**config.mk**
```make
export PLATFORM = sky130hd
export DESIGN_NAME = sram_like_arbiter
export DESIGN_NICKNAME = d
export VERILOG_FILES = /design/src/rtl/sram_arb_pkg.sv /design/src/rtl/sram_arb_grant.sv /design/src/rtl/sram_like_arbiter.sv
export SDC_FILE = /design/constraint.sdc
export NUM_CORES = 1
export LEC_CHECK = 0
export ABC_CLOCK_PERIOD_IN_PS = 2000
export BUFFER_PORTS_ARGS = -buffer_cell sky130_fd_sc_hd__buf_2
export CAP_MARGIN = 30
export CORE_AREA = 2 2 120 122
export CTS_CLUSTER_DIAMETER = 50
export DETAILED_ROUTE_END_ITERATION = 7
export DIE_AREA = 0 0 122 124
export GPL_TIMING_DRIVEN = 0
export HOLD_SLACK_MARGIN = 0.1
export RECOVER_POWER = 25
export SETUP_SLACK_MARGIN = 0.5
export SYNTH_ARGS = -nofsm -noshare
export SYNTH_HDL_FRONTEND = slang
export SYNTH_SLANG_ARGS = --single-unit
export TNS_END_PERCENT = 1
```
**constraint.sdc**
```tcl
create_clock -name clk_i -period 2 [get_ports clk_i]
set_input_delay 0.1 -clock clk_i [delete_from_list [all_inputs] [get_ports clk_i]]
set_output_delay 0.1 -clock clk_i [all_outputs]
set_load 0.02 [all_outputs]
```
**src/rtl/sram_arb_pkg.sv**
```systemverilog
// rtl/sram_arb_pkg.sv - shared types and constants for the sram-like two-master arbiter
package sram_arb_pkg;

  typedef enum logic [1:0] {
    IDLE,
    REQ,
    WAIT_DATA
  } arb_state_e;

  typedef enum logic {
    OWNER_INST,
    OWNER_DATA
  } arb_owner_e;

  localparam logic [1:0] SIZE_WORD = 2'b10;

endpackage

```
**src/rtl/sram_arb_grant.sv**
```systemverilog
// rtl/sram_arb_grant.sv - combinational winner select; SRAM_ARB_RR_EN selects round-robin over data-first
module sram_arb_grant
  import sram_arb_pkg::*;
(
  input  logic       inst_req,
  input  logic       data_req,
`ifdef SRAM_ARB_RR_EN
  input  arb_owner_e last_grant,
`endif
  output arb_owner_e winner
);

  always_comb begin
    winner = OWNER_INST;
    if (inst_req && data_req) begin
`ifdef SRAM_ARB_RR_EN
      winner = (last_grant == OWNER_INST) ? OWNER_DATA : OWNER_INST;
`else
      winner = OWNER_DATA;
`endif
    end else if (data_req) begin
      winner = OWNER_DATA;
    end
  end

endmodule

```
**src/rtl/sram_like_arbiter.sv**
```systemverilog
// rtl/sram_like_arbiter.sv - shares one sram-like port between inst and data masters, one transaction in flight
// Round-robin grant when SRAM_ARB_RR_EN is defined, data-first otherwise.
module sram_like_arbiter
  import sram_arb_pkg::*;
#(
  parameter int ADDR_W = 32,
  parameter int DATA_W = 32
) (
  input  logic              clk_i,
  input  logic              rst_i,

  input  logic              inst_req_i,
  input  logic              inst_wr_i,
  input  logic [1:0]        inst_size_i,
  input  logic [ADDR_W-1:0] inst_addr_i,
  input  logic [DATA_W-1:0] inst_wdata_i,
  output logic              inst_addr_ok_o,
  output logic              inst_data_ok_o,
  output logic [DATA_W-1:0] inst_rdata_o,

  input  logic              data_req_i,
  input  logic              data_wr_i,
  input  logic [1:0]        data_size_i,
  input  logic [ADDR_W-1:0] data_addr_i,
  input  logic [DATA_W-1:0] data_wdata_i,
  output logic              data_addr_ok_o,
  output logic              data_data_ok_o,
  output logic [DATA_W-1:0] data_rdata_o,

  output logic              mem_req_o,
  output logic              mem_wr_o,
  output logic [1:0]        mem_size_o,
  output logic [ADDR_W-1:0] mem_addr_o,
  output logic [DATA_W-1:0] mem_wdata_o,
  input  logic              mem_addr_ok_i,
  input  logic              mem_data_ok_i,
  input  logic [DATA_W-1:0] mem_rdata_i
);

  arb_state_e state, state_n;
  arb_owner_e owner, owner_n;
  arb_owner_e winner, sel;
  logic       addr_ok, data_ok;
  logic       sel_req, sel_wr;
  logic [1:0]        sel_size;
  logic [ADDR_W-1:0] sel_addr;
  logic [DATA_W-1:0] sel_wdata;

`ifdef SRAM_ARB_RR_EN
  arb_owner_e last_grant;

  always_ff @(posedge clk_i) begin
    if (rst_i) begin
      last_grant <= OWNER_INST;
    end else if (addr_ok) begin
      last_grant <= sel;
    end
  end

  sram_arb_grant u_grant (
    .inst_req   (inst_req_i),
    .data_req   (data_req_i),
    .last_grant (last_grant),
    .winner     (winner)
  );
`else
  sram_arb_grant u_grant (
    .inst_req (inst_req_i),
    .data_req (data_req_i),
    .winner   (winner)
  );
`endif

  // Winner only matters in IDLE; once granted, the latched owner is locked in.
  assign sel       = (state == IDLE) ? winner : owner;
  assign sel_req   = (sel == OWNER_DATA) ? data_req_i   : inst_req_i;
  assign sel_wr    = (sel == OWNER_DATA) ? data_wr_i    : inst_wr_i;
  assign sel_size  = (sel == OWNER_DATA) ? data_size_i  : inst_size_i;
  assign sel_addr  = (sel == OWNER_DATA) ? data_addr_i  : inst_addr_i;
  assign sel_wdata = (sel == OWNER_DATA) ? data_wdata_i : inst_wdata_i;

  always_ff @(posedge clk_i) begin
    if (rst_i) begin
      state <= IDLE;
      owner <= OWNER_INST;
    end else begin
      state <= state_n;
      owner <= owner_n;
    end
  end

  always_comb begin
    state_n   = state;
    owner_n   = owner;
    mem_req_o = 1'b0;
    addr_ok   = 1'b0;
    data_ok   = 1'b0;
    case (state)
      IDLE: begin
        if (inst_req_i || data_req_i) begin
          mem_req_o = 1'b1;
          addr_ok   = mem_addr_ok_i;
          owner_n   = winner;
          state_n   = mem_addr_ok_i ? WAIT_DATA : REQ;
        end
      end
      REQ: begin
        if (!sel_req) begin
          state_n = IDLE;
        end else begin
          mem_req_o = 1'b1;
          if (mem_addr_ok_i) begin
            addr_ok = 1'b1;
            state_n = WAIT_DATA;
          end
        end
      end
      WAIT_DATA: begin
        if (mem_data_ok_i) begin
          data_ok = 1'b1;
          state_n = IDLE;
        end
      end
      default: state_n = IDLE;
    endcase
  end

  // Request fields are zero whenever nothing is being forwarded.
  assign mem_wr_o    = mem_req_o & sel_wr;
  assign mem_size_o  = mem_req_o ? sel_size  : '0;
  assign mem_addr_o  = mem_req_o ? sel_addr  : '0;
  assign mem_wdata_o = mem_req_o ? sel_wdata : '0;

  assign inst_addr_ok_o = addr_ok && (sel == OWNER_INST);
  assign data_addr_ok_o = addr_ok && (sel == OWNER_DATA);
  assign inst_data_ok_o = data_ok && (sel == OWNER_INST);
  assign data_data_ok_o = data_ok && (sel == OWNER_DATA);
  assign inst_rdata_o   = mem_rdata_i;
  assign data_rdata_o   = mem_rdata_i;

endmodule

```
==> results_dict.tcl <==
set metrics [dict create \
    place_area_um2 3856 \
    use_met2_pct 26.50 \
    layout_setup_ws_ns 0.1363 \
    utilization_pct 34.40 \
    fin_cells 802 \
    slew_headroom_pct 81.83 \
    peakVddDrop_mv 0.1813 \
    p_int_mw 1.150 \
    placedCellCount 786 \
    grt.met1_usage_pct 16.28 \
    seq_power_share_pct 3.2 \
    worstMarginPinSlew_ns 0.2707 \
    cp.depth 8 \
    initial_core_util_pct 14.11 \
    cts_sinks 3 \
    synth.cell_area_um2 1936 \
    r2r-start "owner" \
    path_buf_inv 5 \
    port-buffer-count 275 \
    rows 43 \
    fin_crit_sh_pct 93.19 \
    totalWireLength_um 11840 \
    cp_cell_sequence "buf_6 > or3b_4 > buf_8 > buf_12 > buf_12 > nand3_2 > a21oi_4 > buf_6" \
    viasPerCell 4.324 \
    drc 0 \
    io_pins 308 \
    finalSetupViolCount 0 \
    hold_path_depth 3 \
    status "completed" \
    p_comb_share_pct 82.2 \
    startpoint_type "flop" \
    area_growth_syn_to_layout_pct 143.8 \
    cts_buffers 3 \
    wire_per_inst_um 14.76 \
    slowest_stage "or3b_4" \
    cts_root_buf "clkbuf_16" \
    swShare_pct 47.65 \
    rr_endpoint "state[0]" \
    track_usage_pct 13.78 \
    reg2reg_slack_ns 0.66 \
    synth_seq_cells 3 \
    power.switching_mw 1.047 \
    fp.dieW_um 122 \
    synthCells 331 \
    gp_congestion 0.8018 \
    busiest_layer "met2" \
    fp.coreArea_um2 13720 \
    grt_pass1_vias 3224 \
    p_per_area_nw_per_um2 465.5 \
    post-place-ws_ns -0.1643 \
    crit_end "mem_wdata_o[14]" \
    slew_viol_final 0 \
    critPathKind "reg2out" \
    leakage_nw 2.290 \
    drtIter0Drc 82 \
    rsz0062_at_grt "yes" \
    cp-startpoint "state[1]" \
    period_minus_slack_ns 1.864 \
    grt_pass1_wl_um 16640 \
    design_area_um2 4720 \
    h-tree-depth 1 \
    fin_worst_skew_ns 0.0008349 \
    cp.required_ns 1.90 \
    vias 3468 \
    antenna_cells 0 \
    yosysSeqAreaShare_pct 3.103 \
    whs_ns 0.2093 \
    yosysWarnings 0 \
    cap_violations 0 \
    hp-class "in2reg" \
    die_y_um 124 \
    cts.path.max_buffers 2 \
    p_clk_share_pct 14.6 \
    clock_latency_ns 0.23 \
    arrival_ns 1.76 \
    antenna_found_initial 0 \
    drtAntennaViolNets 0 \
    finalHoldViolations 0 \
    dp_hpwl_um 9329 \
    met3_usage_pct 2.015 \
    drt_first_pass_iters 4 \
    syn-num-nets 503 \
    synth.avg_cell_area_um2 5.848 \
    slowest_delay_ns 0.37 \
    endpoint_kind "primary output" \
    ys_types 26 \
    fmax_mhz 536.6 \
    cts_tree "done" \
    cp_max_fo 10 \
    drive_gt1_share_pct 68.49 \
    layout.nets 795 \
    grt-ovfl-total 0 \
    grt_max_degree 11 \
    cts.clk_slew.worst_paths_ns 0.03 \
    rr_worst_depth 5 \
    crit_family "buffers and inverters" \
    dieArea_um2 15130 \
]
-- synthesized netlist by cell type --
| master | number | area [µm²] |
|---|---|---|
| or3b_2 | 1 | 8.760 |
| mux2i_1 | 1 | 10.01 |
| nor3b_1 | 2 | 15.01 |
| buf_6 | 3 | 33.78 |
| a21oi_2 | 9 | 78.83 |
| buf_2 | 13 | 65.06 |
| o21a_1 | 1 | 7.510 |
| buf_4 | 66 | 495.5 |
| nor3_1 | 2 | 10.01 |
| or3b_1 | 1 | 8.760 |
| nand2_1 | 2 | 7.510 |
| o21ai_0 | 68 | 340.3 |
| o21ai_1 | 1 | 5.000 |
| nand3_1 | 67 | 335.3 |
| clkbuf_1 | 21 | 78.83 |
| nor3b_4 | 1 | 18.77 |
| inv_1 | 1 | 3.750 |
| a211o_1 | 1 | 8.760 |
| nor2b_1 | 1 | 6.260 |
| a21oi_1 | 59 | 295.3 |
| nand2b_1 | 1 | 6.260 |
| nor4b_1 | 1 | 8.760 |
| and3_1 | 2 | 12.51 |
| dfxtp_1 | 3 | 60.06 |
| a21o_1 | 1 | 7.510 |
| nor2_1 | 2 | 7.510 |
-- timing repair --
action / CTS / global route
setup buffers: 4 / 4
pin swaps: 3 / 3
gates cloned: 1 / 1
hold buffers: 2 / 0
resized for setup: 194 / 32
endpoints found under the hold margin: 2 / 0
setup endpoints to repair: 69 / 68
-- worst min-delay path, stage by stage --
cell,delay [ns]
buf_2,0.09
nor4b_1,0.05
a21o_1,0.15
-- power groups by stage --
stage	Sequential (mW)	Clock, mW	Combinational, mW
2_1_floorplan	0.0699	0	0.979
3_3_place_gp	0.0711	0	1.47
3_5_place_dp	0.0710	0	1.48
4_1_cts	0.0727	0.328	1.76
5_1_grt	0.0704	0.334	1.93
6_report	0.0695	0.321	1.81
-- stage by stage --
step | power (mW) | setup TNS, ns
global route | 2.330 | 0
CTS | 2.161 | 0
global placement | 1.545 | -6.388
floorplan | 1.049 | 0
detailed placement | 1.548 | -3.623
finish | 2.197 | 0
-- metal layers --
| layer | vias up | routed length (µm) |
|---|---|---|
| met5 | - | 0 |
| met4 | 0 | 83 |
| met3 | 6 | 917 |
| met2 | 169 | 6313 |
| met1 | 1595 | 4524 |
| li1 | 1698 | - |
-- cell usage in the layout (no fill, tap or decap) --
master | netlist | final
buf_2 | 13 | 209
clkbuf_1 | 21 | 35
buf_8 | 0 | 4
dfxtp_4 | 0 | 1
o21ai_1 | 1 | 31
buf_4 | 66 | 77
or3b_2 | 1 | 1
o21ai_4 | 0 | 1
and3_1 | 2 | 2
nor3b_4 | 1 | 1
nor3b_1 | 2 | 2
a21o_1 | 1 | 1
clkbuf_4 | 0 | 6
o21a_4 | 0 | 1
clkbuf_8 | 0 | 4
nor2_1 | 2 | 2
nor2b_1 | 1 | 1
nand2_1 | 2 | 2
dlygate4sd3_1 | 0 | 2
a21oi_4 | 0 | 30
nor4b_1 | 1 | 1
a21oi_1 | 59 | 37
nand3_2 | 0 | 20
dfxtp_1 | 3 | 1
buf_6 | 3 | 40
bufbuf_16 | 0 | 1
nor3_1 | 2 | 2
clkbuf_2 | 0 | 6
nand3_1 | 67 | 37
dfxtp_2 | 0 | 1
or3b_4 | 0 | 1
mux2i_2 | 0 | 1
buf_12 | 0 | 6
a21oi_2 | 9 | 1
inv_1 | 1 | 1
a211o_1 | 1 | 1
o21ai_0 | 68 | 37
nand2b_1 | 1 | 1
nand3_4 | 0 | 10
clkbuf_16 | 0 | 4
-- how the worst min path moves through the flow --
stage / from / to / slack [ns]
after floorplan: rst_i / owner / 0.17
after global placement: mem_addr_ok_i / state[0] / 0.29
after detailed placement: mem_addr_ok_i / state[0] / 0.29
after CTS: mem_data_ok_i / state[1] / 0.20
after global routing: mem_data_ok_i / state[1] / 0.22
final: mem_data_ok_i / state[1] / 0.21
-- flip-flops by register name, indices dropped and copies added, names as in the netlist --
name	count
owner	1
state	2
-- cells by family after synthesis --
kind of cell / Yosys count / share of synthesized area (%)
mux: 1 / 0.5172
buf+inv: 104 / 34.97
simple gates: 83 / 23.01
flops: 3 / 3.103
compound gates: 140 / 38.40
-- cell type report --
class                           count  area [µm²]
Sequential cell                     3       65.06
Multi-Input combinational cell    224        1757
Fill cell                        1469        9000
Tap cell                          180       225.2
Timing Repair Buffer              287        1697
Clock buffer                        4       78.83
Buffer                            103       893.4
Inverter                            1       3.754
Power figures use the tool's default switching activity.
